**src/rtl/cds_pkg.sv**
```systemverilog
// Shared types and constants for the CDS sample averager.
//   CDS_DATA_W / CDS_AVG_LOG2 : default sample width and averaging depth
//   ACC_W / RES_W             : accumulator and result widths for the defaults
//   PH_RST / PH_SIG           : phase tag encodings carried with each sample
//   state_e                   : averager FSM states
package cds_pkg;

  localparam int unsigned CDS_DATA_W   = 16;
  localparam int unsigned CDS_AVG_LOG2 = 2;
  localparam int unsigned ACC_W        = CDS_DATA_W + CDS_AVG_LOG2;
  localparam int unsigned RES_W        = CDS_DATA_W + 1;

  localparam logic PH_RST = 1'b0;
  localparam logic PH_SIG = 1'b1;

  typedef enum logic [1:0] {
    ST_ACC_RST = 2'd0,
    ST_ACC_SIG = 2'd1,
    ST_CALC    = 2'd2
  } state_e;

endpackage

```
**src/rtl/cds_sample_averager_if.sv**
```systemverilog
// Sample input and CDS result handshake between the ADC read stage,
// the averager and the downstream consumer.
//   adc_data_i/adc_valid_i/sample_sel_i : tagged sample strobe into the averager
//   cds_data_o/cds_valid_o/cds_ready_i  : signed result, valid/ready
// Modports: slave = averager, master = surrounding logic.
interface cds_sample_averager_if #(
  parameter int unsigned DATA_W = 16
);

  logic [DATA_W-1:0] adc_data_i;
  logic              adc_valid_i;
  logic              sample_sel_i;
  logic [DATA_W:0]   cds_data_o;
  logic              cds_valid_o;
  logic              cds_ready_i;

  modport slave (
    input  adc_data_i,
    input  adc_valid_i,
    input  sample_sel_i,
    input  cds_ready_i,
    output cds_data_o,
    output cds_valid_o
  );

  modport master (
    output adc_data_i,
    output adc_valid_i,
    output sample_sel_i,
    output cds_ready_i,
    input  cds_data_o,
    input  cds_valid_o
  );

endinterface

```
**src/rtl/cds_acc_unit.sv**
```systemverilog
// Clearable unsigned accumulator with add enable.
//   clk, rst_n : clock, async active-low reset
//   clr_i      : synchronous clear, wins over add_i
//   add_i      : add data_i this cycle
//   data_i     : unsigned sample
//   acc_o      : registered running sum
module cds_acc_unit #(
  parameter int unsigned DATA_W = 16,
  parameter int unsigned ACC_W  = 18
) (
  input  logic              clk,
  input  logic              rst_n,
  input  logic              clr_i,
  input  logic              add_i,
  input  logic [DATA_W-1:0] data_i,
  output logic [ACC_W-1:0]  acc_o
);

  logic [ACC_W-1:0] acc_q;

  // Running sum; width sized so 2^AVG_LOG2 full-scale samples cannot wrap.
  always_ff @(posedge clk or negedge rst_n) begin
    if (!rst_n) begin
      acc_q <= '0;
    end else if (clr_i) begin
      acc_q <= '0;
    end else if (add_i) begin
      acc_q <= acc_q + ACC_W'(data_i);
    end
  end

  assign acc_o = acc_q;

endmodule

```
**src/rtl/cds_sample_averager.sv**
```systemverilog
// Averages 2^AVG_LOG2 reset-level and signal-level ADC samples and emits
// the signed CDS result (signal mean - reset mean, floored) on a
// valid/ready handshake.
//   clk_adc, rst_n : clock, async active-low reset
//   clear_i        : synchronous restart, also clears flags and pending result
//   bus            : sample input and result handshake (slave side)
//   seq_err_o      : sticky, wrong-phase sample or sample during CALC
//   ovf_o          : sticky, a result was dropped because the output was full
module cds_sample_averager
  import cds_pkg::*;
#(
  parameter int unsigned DATA_W   = CDS_DATA_W,
  parameter int unsigned AVG_LOG2 = CDS_AVG_LOG2
) (
  input  logic                  clk_adc,
  input  logic                  rst_n,
  input  logic                  clear_i,
  cds_sample_averager_if.slave  bus,
  output logic                  seq_err_o,
  output logic                  ovf_o
);

  localparam int unsigned ACC_BITS  = DATA_W + AVG_LOG2;
  localparam int unsigned RES_BITS  = DATA_W + 1;
  localparam int unsigned DIFF_BITS = ACC_BITS + 1;
  localparam int unsigned CNT_W     = AVG_LOG2 + 1;
  localparam logic [CNT_W-1:0] CNT_LAST = CNT_W'((1 << AVG_LOG2) - 1);

  state_e                    state_q, state_d;
  logic [CNT_W-1:0]          cnt_q, cnt_d;
  logic                      acc_clr;
  logic                      acc_rst_en;
  logic                      acc_sig_en;
  logic                      load_res;
  logic                      drop_res;
  logic                      seq_err_set;
  logic [ACC_BITS-1:0]       acc_rst;
  logic [ACC_BITS-1:0]       acc_sig;
  logic signed [DIFF_BITS-1:0] diff_c;
  logic [RES_BITS-1:0]       res_c;
  logic [RES_BITS-1:0]       data_q;
  logic                      valid_q;
  logic                      seq_err_q;
  logic                      ovf_q;
  logic                      drain_c;

  cds_acc_unit #(
    .DATA_W (DATA_W),
    .ACC_W  (ACC_BITS)
  ) u_acc_rst (
    .clk    (clk_adc),
    .rst_n  (rst_n),
    .clr_i  (acc_clr),
    .add_i  (acc_rst_en),
    .data_i (bus.adc_data_i),
    .acc_o  (acc_rst)
  );

  cds_acc_unit #(
    .DATA_W (DATA_W),
    .ACC_W  (ACC_BITS)
  ) u_acc_sig (
    .clk    (clk_adc),
    .rst_n  (rst_n),
    .clr_i  (acc_clr),
    .add_i  (acc_sig_en),
    .data_i (bus.adc_data_i),
    .acc_o  (acc_sig)
  );

  // Sum difference, then arithmetic shift gives the floored mean difference;
  // |sum diff| < 2^ACC_BITS so the shifted value always fits RES_BITS.
  assign diff_c  = $signed({1'b0, acc_sig}) - $signed({1'b0, acc_rst});
  assign res_c   = RES_BITS'(diff_c >>> AVG_LOG2);
  assign drain_c = valid_q & bus.cds_ready_i;

  // State register.
  always_ff @(posedge clk_adc or negedge rst_n) begin
    if (!rst_n) begin
      state_q <= ST_ACC_RST;
      cnt_q   <= '0;
    end else begin
      state_q <= state_d;
      cnt_q   <= cnt_d;
    end
  end

  // Next-state and datapath controls.
  always_comb begin
    state_d     = state_q;
    cnt_d       = cnt_q;
    acc_clr     = 1'b0;
    acc_rst_en  = 1'b0;
    acc_sig_en  = 1'b0;
    load_res    = 1'b0;
    drop_res    = 1'b0;
    seq_err_set = 1'b0;

    case (state_q)
      ST_ACC_RST: begin
        if (bus.adc_valid_i) begin
          if (bus.sample_sel_i == PH_RST) begin
            acc_rst_en = 1'b1;
            if (cnt_q == CNT_LAST) begin
              cnt_d   = '0;
              state_d = ST_ACC_SIG;
            end else begin
              cnt_d = cnt_q + CNT_W'(1);
            end
          end else begin
            seq_err_set = 1'b1;
          end
        end
      end
      ST_ACC_SIG: begin
        if (bus.adc_valid_i) begin
          if (bus.sample_sel_i == PH_SIG) begin
            acc_sig_en = 1'b1;
            if (cnt_q == CNT_LAST) begin
              cnt_d   = '0;
              state_d = ST_CALC;
            end else begin
              cnt_d = cnt_q + CNT_W'(1);
            end
          end else begin
            seq_err_set = 1'b1;
          end
        end
      end
      ST_CALC: begin
        // Output slot is free if empty or handing off this cycle.
        if (!valid_q || drain_c) begin
          load_res = 1'b1;
        end else begin
          drop_res = 1'b1;
        end
        acc_clr     = 1'b1;
        cnt_d       = '0;
        state_d     = ST_ACC_RST;
        seq_err_set = bus.adc_valid_i;
      end
      default: begin
        acc_clr = 1'b1;
        cnt_d   = '0;
        state_d = ST_ACC_RST;
      end
    endcase

    // Restart wins over everything, including a coincident sample.
    if (clear_i) begin
      state_d     = ST_ACC_RST;
      cnt_d       = '0;
      acc_clr     = 1'b1;
      acc_rst_en  = 1'b0;
      acc_sig_en  = 1'b0;
      load_res    = 1'b0;
      drop_res    = 1'b0;
      seq_err_set = 1'b0;
    end
  end

  // Output register and sticky flags.
  always_ff @(posedge clk_adc or negedge rst_n) begin
    if (!rst_n) begin
      data_q    <= '0;
      valid_q   <= 1'b0;
      seq_err_q <= 1'b0;
      ovf_q     <= 1'b0;
    end else if (clear_i) begin
      valid_q   <= 1'b0;
      seq_err_q <= 1'b0;
      ovf_q     <= 1'b0;
    end else begin
      if (load_res) begin
        data_q  <= res_c;
        valid_q <= 1'b1;
      end else if (drain_c) begin
        valid_q <= 1'b0;
      end
      seq_err_q <= seq_err_q | seq_err_set;
      ovf_q     <= ovf_q | drop_res;
    end
  end

  assign bus.cds_data_o  = data_q;
  assign bus.cds_valid_o = valid_q;
  assign seq_err_o       = seq_err_q;
  assign ovf_o           = ovf_q;

endmodule

```
**src/flat_wrapper.sv**
```systemverilog
// flat-port wrapper written by rule: the top's interface ports become plain ports
module cds_sample_averager_flat import cds_pkg::*;
#(
  parameter int unsigned DATA_W   = CDS_DATA_W,
  parameter int unsigned AVG_LOG2 = CDS_AVG_LOG2
)
  (clk_adc, rst_n, clear_i, seq_err_o, ovf_o, bus_adc_data_i, bus_adc_valid_i, bus_sample_sel_i, bus_cds_ready_i, bus_cds_data_o, bus_cds_valid_o);
  cds_sample_averager_if #(.DATA_W(DATA_W)) bus_i ();
  input  logic clk_adc;
  input  logic rst_n;
  input  logic clear_i;
  output logic seq_err_o;
  output logic ovf_o;
  input wire logic [$bits(bus_i.adc_data_i)-1:0] bus_adc_data_i;
  input wire logic [$bits(bus_i.adc_valid_i)-1:0] bus_adc_valid_i;
  input wire logic [$bits(bus_i.sample_sel_i)-1:0] bus_sample_sel_i;
  input wire logic [$bits(bus_i.cds_ready_i)-1:0] bus_cds_ready_i;
  output wire logic [$bits(bus_i.cds_data_o)-1:0] bus_cds_data_o;
  output wire logic [$bits(bus_i.cds_valid_o)-1:0] bus_cds_valid_o;
  assign bus_i.adc_data_i = bus_adc_data_i;
  assign bus_i.adc_valid_i = bus_adc_valid_i;
  assign bus_i.sample_sel_i = bus_sample_sel_i;
  assign bus_i.cds_ready_i = bus_cds_ready_i;
  assign bus_cds_data_o = bus_i.cds_data_o;
  assign bus_cds_valid_o = bus_i.cds_valid_o;
  cds_sample_averager #(.DATA_W(DATA_W), .AVG_LOG2(AVG_LOG2)) u_core (.clk_adc(clk_adc), .rst_n(rst_n), .clear_i(clear_i), .bus(bus_i), .seq_err_o(seq_err_o), .ovf_o(ovf_o));
endmodule
```
**config.mk**
```make
export PLATFORM = sky130hd
export DESIGN_NAME = cds_sample_averager_flat
export DESIGN_NICKNAME = d
export VERILOG_FILES = /design/src/rtl/cds_pkg.sv /design/src/rtl/cds_sample_averager_if.sv /design/src/rtl/cds_acc_unit.sv /design/src/rtl/cds_sample_averager.sv /design/src/flat_wrapper.sv
export SDC_FILE = /design/constraint.sdc
export NUM_CORES = 1
export LEC_CHECK = 0
export ABC_CLOCK_PERIOD_IN_PS = 2300
export CORE_MARGIN = 1.5
export CORE_UTILIZATION = 35
export DETAILED_ROUTE_END_ITERATION = 10
export GPL_ROUTABILITY_DRIVEN = 0
export GPL_TIMING_DRIVEN = 0
export PLACE_DENSITY = 0.53
export SETUP_SLACK_MARGIN = 0.4
export SLEW_MARGIN = 10
export SYNTH_ARGS = -nofsm -noshare
export SYNTH_HDL_FRONTEND = slang
export SYNTH_SLANG_ARGS = --single-unit
```
**constraint.sdc**
```tcl
create_clock -name clk_adc -period 2.3 [get_ports clk_adc]
set_clock_uncertainty 0.15 [all_clocks]
set_input_delay 0.23 -clock clk_adc [delete_from_list [all_inputs] [get_ports clk_adc]]
set_output_delay 0.23 -clock clk_adc [all_outputs]
set_load 0.005 [all_outputs]
```
==> flow_metrics.env, run 1 <==
export IMPL_status="complete, but fails checks"
export IMPL_violations="setup timing"
export IMPL_synthTopCellsByCount="o21ai_0, dfrtp_1, ha_1, nand2_1, a21oi_1"
export IMPL_die_h_um=119
export IMPL_setup_slack_ns=-0.193
export IMPL_synth_async_reset_ratio_pct=100
export IMPL_synth_top_cells_by_area="dfrtp_1, ha_1, o21ai_0"
export IMPL_hold_class="in2reg"
export IMPL_fin_area_um2=6850
export IMPL_synth_ff_type="dfrtp_1"
export IMPL_synth_top_area_cell="dfrtp_1"
export IMPL_syn_avg_cell_area_um2=8.59
export IMPL_drt_iter0_drc=205
export IMPL_worstPathArrival_ns=2.54
export IMPL_dieArea_um2=14200
export IMPL_clock_sinks=61
export IMPL_cts_tree="yes"
export IMPL_ant_nets=0
export IMPL_intPower_mw=2.54
export IMPL_initial_core_util_pct=35.8
export IMPL_cts_clk_slew_worst_paths_ns=0.06
export IMPL_p_seq_share_pct=31.1
export IMPL_crit_top_cell="a31oi_4"
export IMPL_setup_viol=16
export IMPL_clock_power_share_pct=37.2
export IMPL_numCtsBuffers=9
export IMPL_synth_most_common_cell="o21ai_0"
export IMPL_clkLatencyLatePin_ns=0.33
export IMPL_p_sw_mw=1.10
export IMPL_critPathSlowestCell="fa_2"
export IMPL_required_ns=2.35
export IMPL_ys_types=63
export IMPL_dp_hpwl_um=10100
export IMPL_rsz0062_at_grt="yes"
export IMPL_syn2layout_area_growth_pct=45.2
export IMPL_vias_per_cell=5.31
export IMPL_r2r_setup_slack_ns=-0.19
export IMPL_synth_warnings=0
export IMPL_pin_count=42
export IMPL_vias=4429
export IMPL_cts_max_level=3
export IMPL_synth_cell_area_um2=4720
export IMPL_grt_pass1_vias=4506
export IMPL_pwr_share_comb_pct=31.7
export IMPL_fmax_mhz=401
export IMPL_antenna_cells=0
export IMPL_dpl_cell_area_um2=5610
export IMPL_cap_violations=0
export IMPL_avgRoutedWirePerCell_um=16.7
export IMPL_drt_total_wl_um=13900
export IMPL_ff2ff_path_depth=11
export IMPL_cp_end_kind="register"
export IMPL_rows=42
export IMPL_grt_max_degree=62
export IMPL_finalCritPeriodShare_pct=108
export IMPL_die_x_um=119
export IMPL_hold_violations=0
export IMPL_antenna_found_initial=0
export IMPL_grt_pass1_wl_um=22400
export IMPL_syn_num_nets=623
export IMPL_utilization_pct=51.9
export IMPL_ir_worst_vdd_v=0.000354
export IMPL_syn_inst=549
export IMPL_drt_pass1_iterations=4
export IMPL_synth_top_area_share_pct=32.4
export IMPL_overflow=0
export IMPL_path_max_fanout=3
export IMPL_synth_edf_count=0
export IMPL_final_layout_size_suffix_gt1_share_pct=29.3
export IMPL_switching_share_pct=30.3
export IMPL_portBuffers=41
export IMPL_slew_violations=0
export IMPL_layout_nets=727
export IMPL_ys_seq_elements=61
export IMPL_hold_slack_ns=0.237
export IMPL_tightest_slew_ns=0.791
export IMPL_core_area_um2=13200
export IMPL_fillCellCount=1210
export IMPL_grt_usage_pct=20.0
export IMPL_crit_type="reg2reg"
export IMPL_clockBufferDepth=2
export IMPL_powerDensity_nw_per_um2=531
export IMPL_drc=0
export IMPL_yosysSeqAreaShare_pct=32.4
export IMPL_p_leak_nw=3.02
export IMPL_dp_slack_ns=-0.759
export IMPL_min_period_ns=2.49
export IMPL_cts_root_buf="clkbuf_16"
export IMPL_crit_path_start_kind="register"
export IMPL_cpPeakStageDelay_ns=0.36
export IMPL_path_cells="ha_2 -> inv_2 -> fa_2 -> nor2b_2 -> o31a_1 -> o2111ai_2 -> a31oi_4 -> buf_6 -> a31oi_4 -> xor2_1 -> o21ai_1"
export IMPL_whs_path_depth=2
export IMPL_max_slew_margin_rel_pct=47.3
-- metrics by stage --
step | TNS (ns) | power (mW) | cells
floorplan | -0.0664 | 1.75 | 549
global placement | -89.14 | 1.96 | 766
detailed placement | -12.24 | 1.97 | 766
CTS | -0.919 | 3.48 | 815
global route | -3.35 | 3.82 | 834
finish | -1.21 | 3.64 | 834
-- what timing repair did --
| item | in CTS | in global routing |
|---|---|---|
| pin swaps | 53 | 49 |
| setup endpoints to repair | 52 | 48 |
| hold buffers | 1 | 0 |
| hold endpoints to repair | 61 | 0 |
| resized for setup | 87 | 64 |
| buffers inserted | 32 | 19 |
-- flip-flops by register name, summed over array words and instances (netlist names) --
register                cells
u_core.bus.cds_data_o      17
u_core.seq_err_o            1
u_core.u_acc_rst.acc_o     18
u_core.state_q              2
u_core.ovf_o                1
u_core.u_acc_sig.acc_o     18
u_core.cnt_q                3
u_core.bus.cds_valid_o      1
-- cell usage in the layout (no fill, tap or decap), types with 4 or more instances in the layout --
| cell | Yosys | final |
|---|---|---|
| nor3b_1 | 6 | 5 |
| o21ai_2 | 0 | 5 |
| buf_6 | 0 | 20 |
| and3_1 | 6 | 4 |
| clkbuf_1 | 14 | 8 |
| nand3_1 | 40 | 37 |
| nor3_1 | 9 | 6 |
| o21ai_1 | 1 | 35 |
| clkbuf_16 | 0 | 9 |
| xnor2_2 | 0 | 7 |
| a21o_1 | 18 | 18 |
| o21ai_0 | 63 | 21 |
| dlygate4sd2_1 | 0 | 7 |
| a21oi_2 | 0 | 13 |
| dfrtp_2 | 0 | 6 |
| nand2_1 | 50 | 46 |
| nor2_1 | 26 | 23 |
| clkdlybuf4s50_1 | 0 | 33 |
| o21bai_1 | 5 | 4 |
| o211ai_1 | 4 | 4 |
| clkbuf_2 | 0 | 5 |
| inv_1 | 30 | 24 |
| buf_4 | 0 | 32 |
| nand2_2 | 0 | 4 |
| xnor2_1 | 20 | 13 |
| a211oi_1 | 7 | 4 |
| nand2b_1 | 6 | 6 |
| ha_4 | 0 | 16 |
| xor2_1 | 21 | 20 |
| dfrtp_1 | 61 | 55 |
| a21oi_1 | 42 | 27 |
| inv_2 | 0 | 6 |
| ha_1 | 50 | 31 |
-- layout make-up --
| type | count | area [um^2] | share of cell area [%] |
|---|---|---|---|
| multi-input combinational | 440 | 3700 | 54.1 |
| sequential | 61 | 1530 | 22.4 |
| clock buffer | 12 | 246 | 3.60 |
| buffer | 18 | 105 | 1.54 |
| inverter | 30 | 113 | 1.65 |
| clock inverter | 4 | 47.5 | 0.695 |
| timing repair buffer | 93 | 876 | 12.8 |
| tap | 176 | 220 | 3.22 |
-- critical path, delay by kind of cell (launching register included) --
family	cells	cell delay [ns]
compound gates	5	0.79
fa+ha+maj	2	0.56
flops	1	0.35
buf+inv	2	0.19
xor+xnor	1	0.18
simple gates	1	0.14
-- cell families after synthesis --
kind of cell / after synthesis / synth area share (%)
flip-flops: 61 / 32.4
AND/OR/NAND/NOR: 165 / 17.0
multiplexers: 5 / 1.11
buffers and inverters: 48 / 3.87
adder cells (fa/ha/maj): 52 / 14.1
AO/OA/AOI/OAI: 177 / 23.9
XOR/XNOR: 41 / 7.61
-- power groups by stage --
stage / registers, mW / clock network (mW) / logic, mW
2_1_floorplan: 1.14 / 0 / 0.603
3_3_place_gp: 1.15 / 0 / 0.813
3_5_place_dp: 1.15 / 0 / 0.818
4_1_cts: 1.13 / 1.38 / 0.969
5_1_grt: 1.14 / 1.43 / 1.25
6_report: 1.13 / 1.35 / 1.15
-- per-layer routing --
metal | GRT usage, % | up-vias | routed length [um]
li1 | - | 2218 | -
met1 | 26.0 | 2105 | 6450
met2 | 33.9 | 83 | 6750
met3 | 2.59 | 23 | 431
met4 | 7.83 | 0 | 275
met5 | 0 | - | 0
-- worst paths after layout --
kind	from	endpoint
setup / recovery	u_core.u_acc_sig.acc_o[0]	u_core.u_acc_sig.acc_o[14]
min in group asynchronous	rst_n	u_core.bus.cds_data_o[2]
hold / removal	clear_i	u_core.bus.cds_valid_o
hold reg to reg	u_core.bus.cds_data_o[8]	u_core.bus.cds_data_o[8]
max in group asynchronous	rst_n	u_core.u_acc_sig.acc_o[8]
setup reg to reg	u_core.u_acc_sig.acc_o[0]	u_core.u_acc_sig.acc_o[14]
Note: power is estimated with default switching activity, not from simulation.
==> inputs of run 2 (changes only) <==
--- a/config.mk
+++ b/config.mk
@@ -16,4 +16,5 @@
 export SLEW_MARGIN = 10
 export SYNTH_ARGS = -nofsm -noshare
 export SYNTH_HDL_FRONTEND = slang
+export SYNTH_HIERARCHICAL = 1
 export SYNTH_SLANG_ARGS = --single-unit
==> run 2 against run 1 <==
The flow still finishes with violations (setup timing); sequential cell count is the same; design area grew 11%; sequential share of layout area shrank 2.1 points; critical path depth shrank 2; highest routed layer unchanged.
==> flow_metrics.env, run 2 <==
export IMPL_setup_slack_ns=-0.347
export IMPL_ys_types=77
export IMPL_grt_pass1_wl_um=23500
export IMPL_dp_hpwl_um=10900
export IMPL_rows=43
export IMPL_drt_pass1_iterations=5
export IMPL_setup_viol=4
export IMPL_vias=4896
export IMPL_critPathSlowestCell="dfrtp_1"
export IMPL_grt_pass1_vias=4605
export IMPL_final_cell_mix="nand2_1, dfrtp_1, buf_4, nor2_1, a21oi_1"
export IMPL_worstPathArrival_ns=2.72
export IMPL_cts_tree="yes"
export IMPL_crit_path_start_kind="register"
export IMPL_syn_num_nets=669
export IMPL_finalCritPeriodShare_pct=115
export IMPL_ant_nets=0
export IMPL_power_mw=3.53
export IMPL_pin_count=42
export IMPL_synthTopCellsByCount="dfrtp_1, nand2_1, ha_1"
export IMPL_worst_path_buf_inv=1
export IMPL_numCtsBuffers=9
export IMPL_synth_cell_area_um2=5100
export IMPL_die_h_um=124
export IMPL_final_layout_size_suffix_gt1_share_pct=34.9
export IMPL_synth_top_area_cell="dfrtp_1"
export IMPL_grt_usage_pct=20.1
export IMPL_hold_violations=0
export IMPL_r2r_start="u_core/u_acc_sig/acc_o[0]"
export IMPL_dpl_cell_area_um2=6130
export IMPL_core_area_um2=14000
export IMPL_synth_async_reset_ratio_pct=100
export IMPL_final_common_cell="nand2_1"
export IMPL_drc=0
export IMPL_antenna_found_initial=0
export IMPL_min_from="clear_i"
export IMPL_yosysSeqAreaShare_pct=29.9
export IMPL_crit_type="reg2reg"
export IMPL_grt_max_degree=46
export IMPL_syn2layout_area_growth_pct=48.9
export IMPL_p_leak_nw=3.22
export IMPL_required_ns=2.38
export IMPL_antenna_cells=0
export IMPL_synth_warnings=6
export IMPL_status="complete, but fails checks"
export IMPL_path_cells="ha_2 -> inv_2 -> fa_2 -> and2b_1 -> o2111ai_2 -> a31oi_4 -> a41oi_4 -> o32ai_2 -> mux2_4"
export IMPL_layout_nets=782
export IMPL_cts_clk_slew_worst_paths_ns=0.06
export IMPL_dieArea_um2=15300
export IMPL_overflow=0
export IMPL_violations="setup timing"
export IMPL_cts_max_level=3
export IMPL_synth_ff_type="dfrtp_1"
export IMPL_cp_startpoint="u_core/u_acc_sig/acc_o[0]"
export IMPL_cpPeakStageDelay_ns=0.38
export IMPL_clockBufferDepth=2
export IMPL_max_slew_margin_rel_pct=70.1
export IMPL_clkLatencyLatePin_ns=0.34
export IMPL_synth_top_area_share_pct=29.9
export IMPL_portBuffers=41
export IMPL_clock_sinks=61
export IMPL_tightest_slew_ns=0.446
export IMPL_cap_violations=0
export IMPL_critPathTopFamily="compound AO/OA/AOI/OAI gates"
export IMPL_finalSetupTns_ns=-1.03
export IMPL_synth_top_cells_by_area="dfrtp_1, ha_1, a21oi_1"
export IMPL_ir_worst_vdd_v=0.000318
export IMPL_min_period_ns=2.65
export IMPL_synth_most_common_cell="dfrtp_1"
export IMPL_path_max_fanout=3
export IMPL_drt_iter0_drc=223
export IMPL_cp_end_kind="register"
export IMPL_fmax_mhz=378
export IMPL_ys_seq_elements=61
export IMPL_vias_per_cell=5.48
export IMPL_fin_area_um2=7600
export IMPL_rsz0062_at_grt="yes"
export IMPL_synth_edf_count=0
export IMPL_powerDensity_nw_per_um2=464
export IMPL_initial_core_util_pct=36.3
export IMPL_syn_inst=595
export IMPL_slew_violations=0
export IMPL_syn_avg_cell_area_um2=8.58
export IMPL_avgRoutedWirePerCell_um=16.8
export IMPL_utilization_pct=54.1
export IMPL_hold_class="in2reg"
export IMPL_die_x_um=124
export IMPL_cts_root_buf="clkbuf_16"
export IMPL_drt_total_wl_um=15000
-- run 2: changes by cell type in the layout (fill, tap and decap cells not counted), sizes merged, moves of 9 or more --
cell	before	now
nor3	9	18
buf	57	68
o21ai	64	40
nand3	40	9
xor2	21	11
nor2	26	47
-- run 2: metrics by stage --
step | hold WS (ns) | worst slack, ns | instances
finish | 0.116 | -0.347 | 893
global route | 0.143 | -0.423 | 893
CTS | 0.147 | -0.344 | 867
detailed placement | -0.0280 | -0.805 | 817
global placement | 0.313 | -1.32 | 816
floorplan | -0.216 | -0.180 | 595
-- run 2: logic make-up after synthesis --
group | synth area share, %
mux | 2.70
compound gates | 24.7
buf+inv | 4.61
flops | 29.9
fa+ha+maj | 13.0
simple gates | 20.2
xor+xnor | 4.81
-- run 2: repair_timing --
item / in CTS / in global routing
buffers inserted: 33 / 26
pin swaps: 45 / 45
gates resized for setup: 99 / 72
hold endpoints to repair: 61 / 0
hold buffers: 1 / 0
setup endpoints to repair: 50 / 51
-- run 2: final cells by class --
class | count | area [um^2]
plain buffers | 18 | 158
clock buffers | 11 | 253
clock inverters | 5 | 82.6
fillers | 1233 | 6440
inverters | 38 | 143
multi-input cells | 478 | 4260
flip-flops and latches | 61 | 1540
well taps | 180 | 225
repair buffers | 102 | 935
-- run 2: per-layer routing --
metal,vias to the layer above,share of wire (%),GRT usage [%]
met5,-,0,0
met4,0,2.0,7.97
met3,29,3.9,3.30
met2,131,47,32.5
met1,2306,47,26.8
li1,2430,-,-
-- run 2: final timing paths --
| path | end | slack [ns] | depth (start not counted) |
|---|---|---|---|
| setup / recovery | u_core/u_acc_sig/acc_o[16] | -0.35 | 9 |
| hold / removal | u_core/ovf_o | 0.12 | 2 |
| setup reg to reg | u_core/u_acc_sig/acc_o[16] | -0.35 | 9 |
| hold reg to reg | u_core/bus.cds_data_o[9] | 0.33 | 2 |
| max in group asynchronous | u_core/u_acc_rst/acc_o[0] | 1.33 | 3 |
| min in group asynchronous | u_core/bus.cds_data_o[16] | 0.15 | 2 |
-- run 2: worst register-to-register path: stages (launching register included) --
cell and delay (ns):
dfrtp_1 0.38, ha_2 0.20, inv_2 0.04, fa_2 0.33, and2b_1 0.24, o2111ai_2 0.16, a31oi_4 0.24, a41oi_4 0.15
o32ai_2 0.32, mux2_4 0.32
-- run 2: power by group --
part / switching (mW) / leakage, nW / internal, mW
clock network: 0.534 / 0.154 / 1.01
registers: 0.0234 / 0.787 / 1.10
logic: 0.437 / 2.28 / 0.421
total: 0.994 / 3.22 / 2.53
==> inputs of run 3 (changes only) <==
--- a/config.mk
+++ b/config.mk
@@ -5,13 +5,13 @@
 export SDC_FILE = /design/constraint.sdc
 export NUM_CORES = 1
 export LEC_CHECK = 0
-export ABC_CLOCK_PERIOD_IN_PS = 2300
+export ABC_CLOCK_PERIOD_IN_PS = 3100
 export CORE_MARGIN = 1.5
 export CORE_UTILIZATION = 35
 export DETAILED_ROUTE_END_ITERATION = 10
 export GPL_ROUTABILITY_DRIVEN = 0
 export GPL_TIMING_DRIVEN = 0
-export PLACE_DENSITY = 0.53
+export PLACE_DENSITY = 0.51
 export SETUP_SLACK_MARGIN = 0.4
 export SLEW_MARGIN = 10
 export SYNTH_ARGS = -nofsm -noshare
==> constraint.sdc (replaced) <==
create_clock -name clk_adc -period 3.1 [get_ports clk_adc]
set_clock_uncertainty 0.15 [all_clocks]
set_input_delay 0.31 -clock clk_adc [delete_from_list [all_inputs] [get_ports clk_adc]]
set_output_delay 0.31 -clock clk_adc [all_outputs]
set_load 0.005 [all_outputs]
==> run 3 against run 2 <==
The flow now finishes without violations; sequential cell count is the same; wire length fell by 8.3%; sequential power fell by 26%; combinational power shrank 48%; critical path depth unchanged; sequential share of layout area is 4.3 points higher; maximum frequency down 0.11%.
==> flow_metrics.env, run 3 (synthesis gave the netlist of run 2 again) <==
export IMPL_status="finished clean"
export IMPL_dp_hpwl_um=10600
export IMPL_clockBufferDepth=2
export IMPL_utilization_pct=44.2
export IMPL_cp_end_kind="register"
export IMPL_grt_pass1_wl_um=22100
export IMPL_final_common_cell="dfrtp_1"
export IMPL_syn2layout_area_growth_pct=21.6
export IMPL_hold_slack_ns=0.324
export IMPL_clkLatencyLatePin_ns=0.34
export IMPL_die_x_um=124
export IMPL_numCtsBuffers=9
export IMPL_p_leak_nw=2.80
export IMPL_drt_pass1_iterations=4
export IMPL_die_h_um=124
export IMPL_cts_root_buf="clkbuf_16"
export IMPL_vias=4493
export IMPL_min_to="u_core/bus.cds_data_o[6]"
export IMPL_min_from="u_core/bus.cds_data_o[6]"
export IMPL_grt_usage_pct=19.0
export IMPL_crit_type="reg2reg"
export IMPL_setup_slack_ns=0.450
export IMPL_dpl_cell_area_um2=5760
export IMPL_crit_path_start_kind="register"
export IMPL_drc=0
export IMPL_powerDensity_nw_per_um2=412
export IMPL_slew_violations=0
export IMPL_ant_nets=0
export IMPL_cts_tree="yes"
export IMPL_whs_path_depth=2
export IMPL_worst_path_buf_inv=1
export IMPL_required_ns=3.17
export IMPL_cts_max_level=3
export IMPL_fin_area_um2=6200
export IMPL_r2r_setup_slack_ns=0.45
export IMPL_path_max_fanout=3
export IMPL_layout_nets=727
export IMPL_rsz0062_at_grt="yes"
export IMPL_drt_total_wl_um=13700
export IMPL_final_cells=838
export IMPL_min_period_ns=2.65
export IMPL_tightest_slew_ns=0.618
export IMPL_ir_worst_vdd_v=0.000251
export IMPL_power_mw=2.55
export IMPL_grt_pass1_vias=4311
export IMPL_overflow=0
export IMPL_finalCritPeriodShare_pct=85.5
export IMPL_final_layout_size_suffix_gt1_share_pct=8.21
export IMPL_initial_core_util_pct=36.3
export IMPL_dp_slack_ns=-0.141
export IMPL_path_cells="ha_2 -> inv_1 -> fa_2 -> and2b_1 -> o2111ai_2 -> a31oi_2 -> a41oi_2 -> o32ai_2 -> mux2_4"
export IMPL_avgRoutedWirePerCell_um=16.4
export IMPL_portBuffers=41
export IMPL_final_cell_mix="dfrtp_1, nand2_1, ha_1, a21oi_1, nor2_1"
export IMPL_cap_violations=0
export IMPL_antenna_cells=0
export IMPL_timing_rr_end="u_core/u_acc_sig/acc_o[16]"
export IMPL_grt_max_degree=62
export IMPL_core_area_um2=14000
export IMPL_cp_depth=9
export IMPL_pin_count=42
export IMPL_antenna_found_initial=0
export IMPL_hold_class="reg2reg"
export IMPL_rows=43
export IMPL_fmax_mhz=377
export IMPL_cts_clk_slew_worst_paths_ns=0.06
export IMPL_finalSetupTns_ns=0
export IMPL_max_slew_margin_rel_pct=58.8
export IMPL_critPathSlowestCell="dfrtp_1"
export IMPL_dieArea_um2=15300
export IMPL_cpPeakStageDelay_ns=0.35
export IMPL_clock_sinks=61
export IMPL_vias_per_cell=5.36
export IMPL_ff2ff_path_depth=9
export IMPL_drt_iter0_drc=234
export IMPL_worstPathArrival_ns=2.72
export IMPL_setup_viol=0
export IMPL_hold_violations=0
export IMPL_critPathTopFamily="compound AO/OA/AOI/OAI gates"
export IMPL_r2r_start="u_core/u_acc_sig/acc_o[0]"
export IMPL_dp_cells=817
## run 3: cell types whose count changed in the layout (fill, tap and decap cells not counted), moves of 11 or more
cell,previous run,this run
inv_2,12,1
ha_4,32,0
dfrtp_1,50,61
o21ai_0,18,35
clkbuf_1,0,11
buf_6,18,3
a21oi_1,33,47
inv_1,26,37
buf_4,48,5
o21ai_1,17,5
ha_1,10,49
dfrtp_2,11,0
## run 3: worst max path at each step
stage | slack, ns | endpoint | start
6_report | 0.45 | u_core/u_acc_sig/acc_o[16] | u_core/u_acc_sig/acc_o[0]
5_1_grt | 0.31 | u_core/u_acc_sig/acc_o[16] | u_core/u_acc_sig/acc_o[0]
4_1_cts | 0.41 | u_core/u_acc_sig/acc_o[16] | u_core/u_acc_sig/acc_o[0]
3_5_place_dp | -0.14 | u_core/u_acc_sig/acc_o[16] | bus_adc_data_i[0]
3_3_place_gp | -0.59 | u_core/u_acc_rst/acc_o[2] | rst_n
2_1_floorplan | 0.58 | u_core/u_acc_sig/acc_o[16] | u_core/u_acc_sig/acc_o[0]
## run 3: final cells by class
type / count / area [um^2]
Multi-Input combinational cell: 478 / 3370
Clock buffer: 10 / 239
Sequential cell: 61 / 1530
Fill cell: 1372 / 7840
Buffer: 18 / 95.1
Clock inverter: 6 / 134
Tap cell: 180 / 225
Inverter: 38 / 143
Timing Repair Buffer: 47 / 473
## run 3: worst reg2reg max path, delay by kind of cell, from the launching register on
kind,cells,cell delay [ns]
AOI/OAI and AO/OA,4,0.91
buffers and inverters,1,0.06
and+or+nand+nor,1,0.23
muxes,1,0.32
adders and majority gates,2,0.51
DFF,1,0.35
## run 3: what timing repair did
action,CTS,global route
pin swaps,4,1
hold endpoints to repair,61,0
resized for setup,5,6
buffers inserted,4,0
setup endpoints to repair,2,20
hold buffers,1,0
## run 3: power by group
group,switching [mW],internal [mW]
clock,0.388,0.888
combinational,0.251,0.191
sequential,0.0161,0.819
total,0.655,1.90
## run 3: metal layers
| metal | up-vias | track usage, % | share of wire [%] |
|---|---|---|---|
| li1 | 2306 | - | - |
| met1 | 2087 | 26.1 | 50 |
| met2 | 82 | 30.0 | 46 |
| met3 | 18 | 2.15 | 2.5 |
| met4 | 0 | 8.76 | 2.0 |
| met5 | - | 0 | 0 |
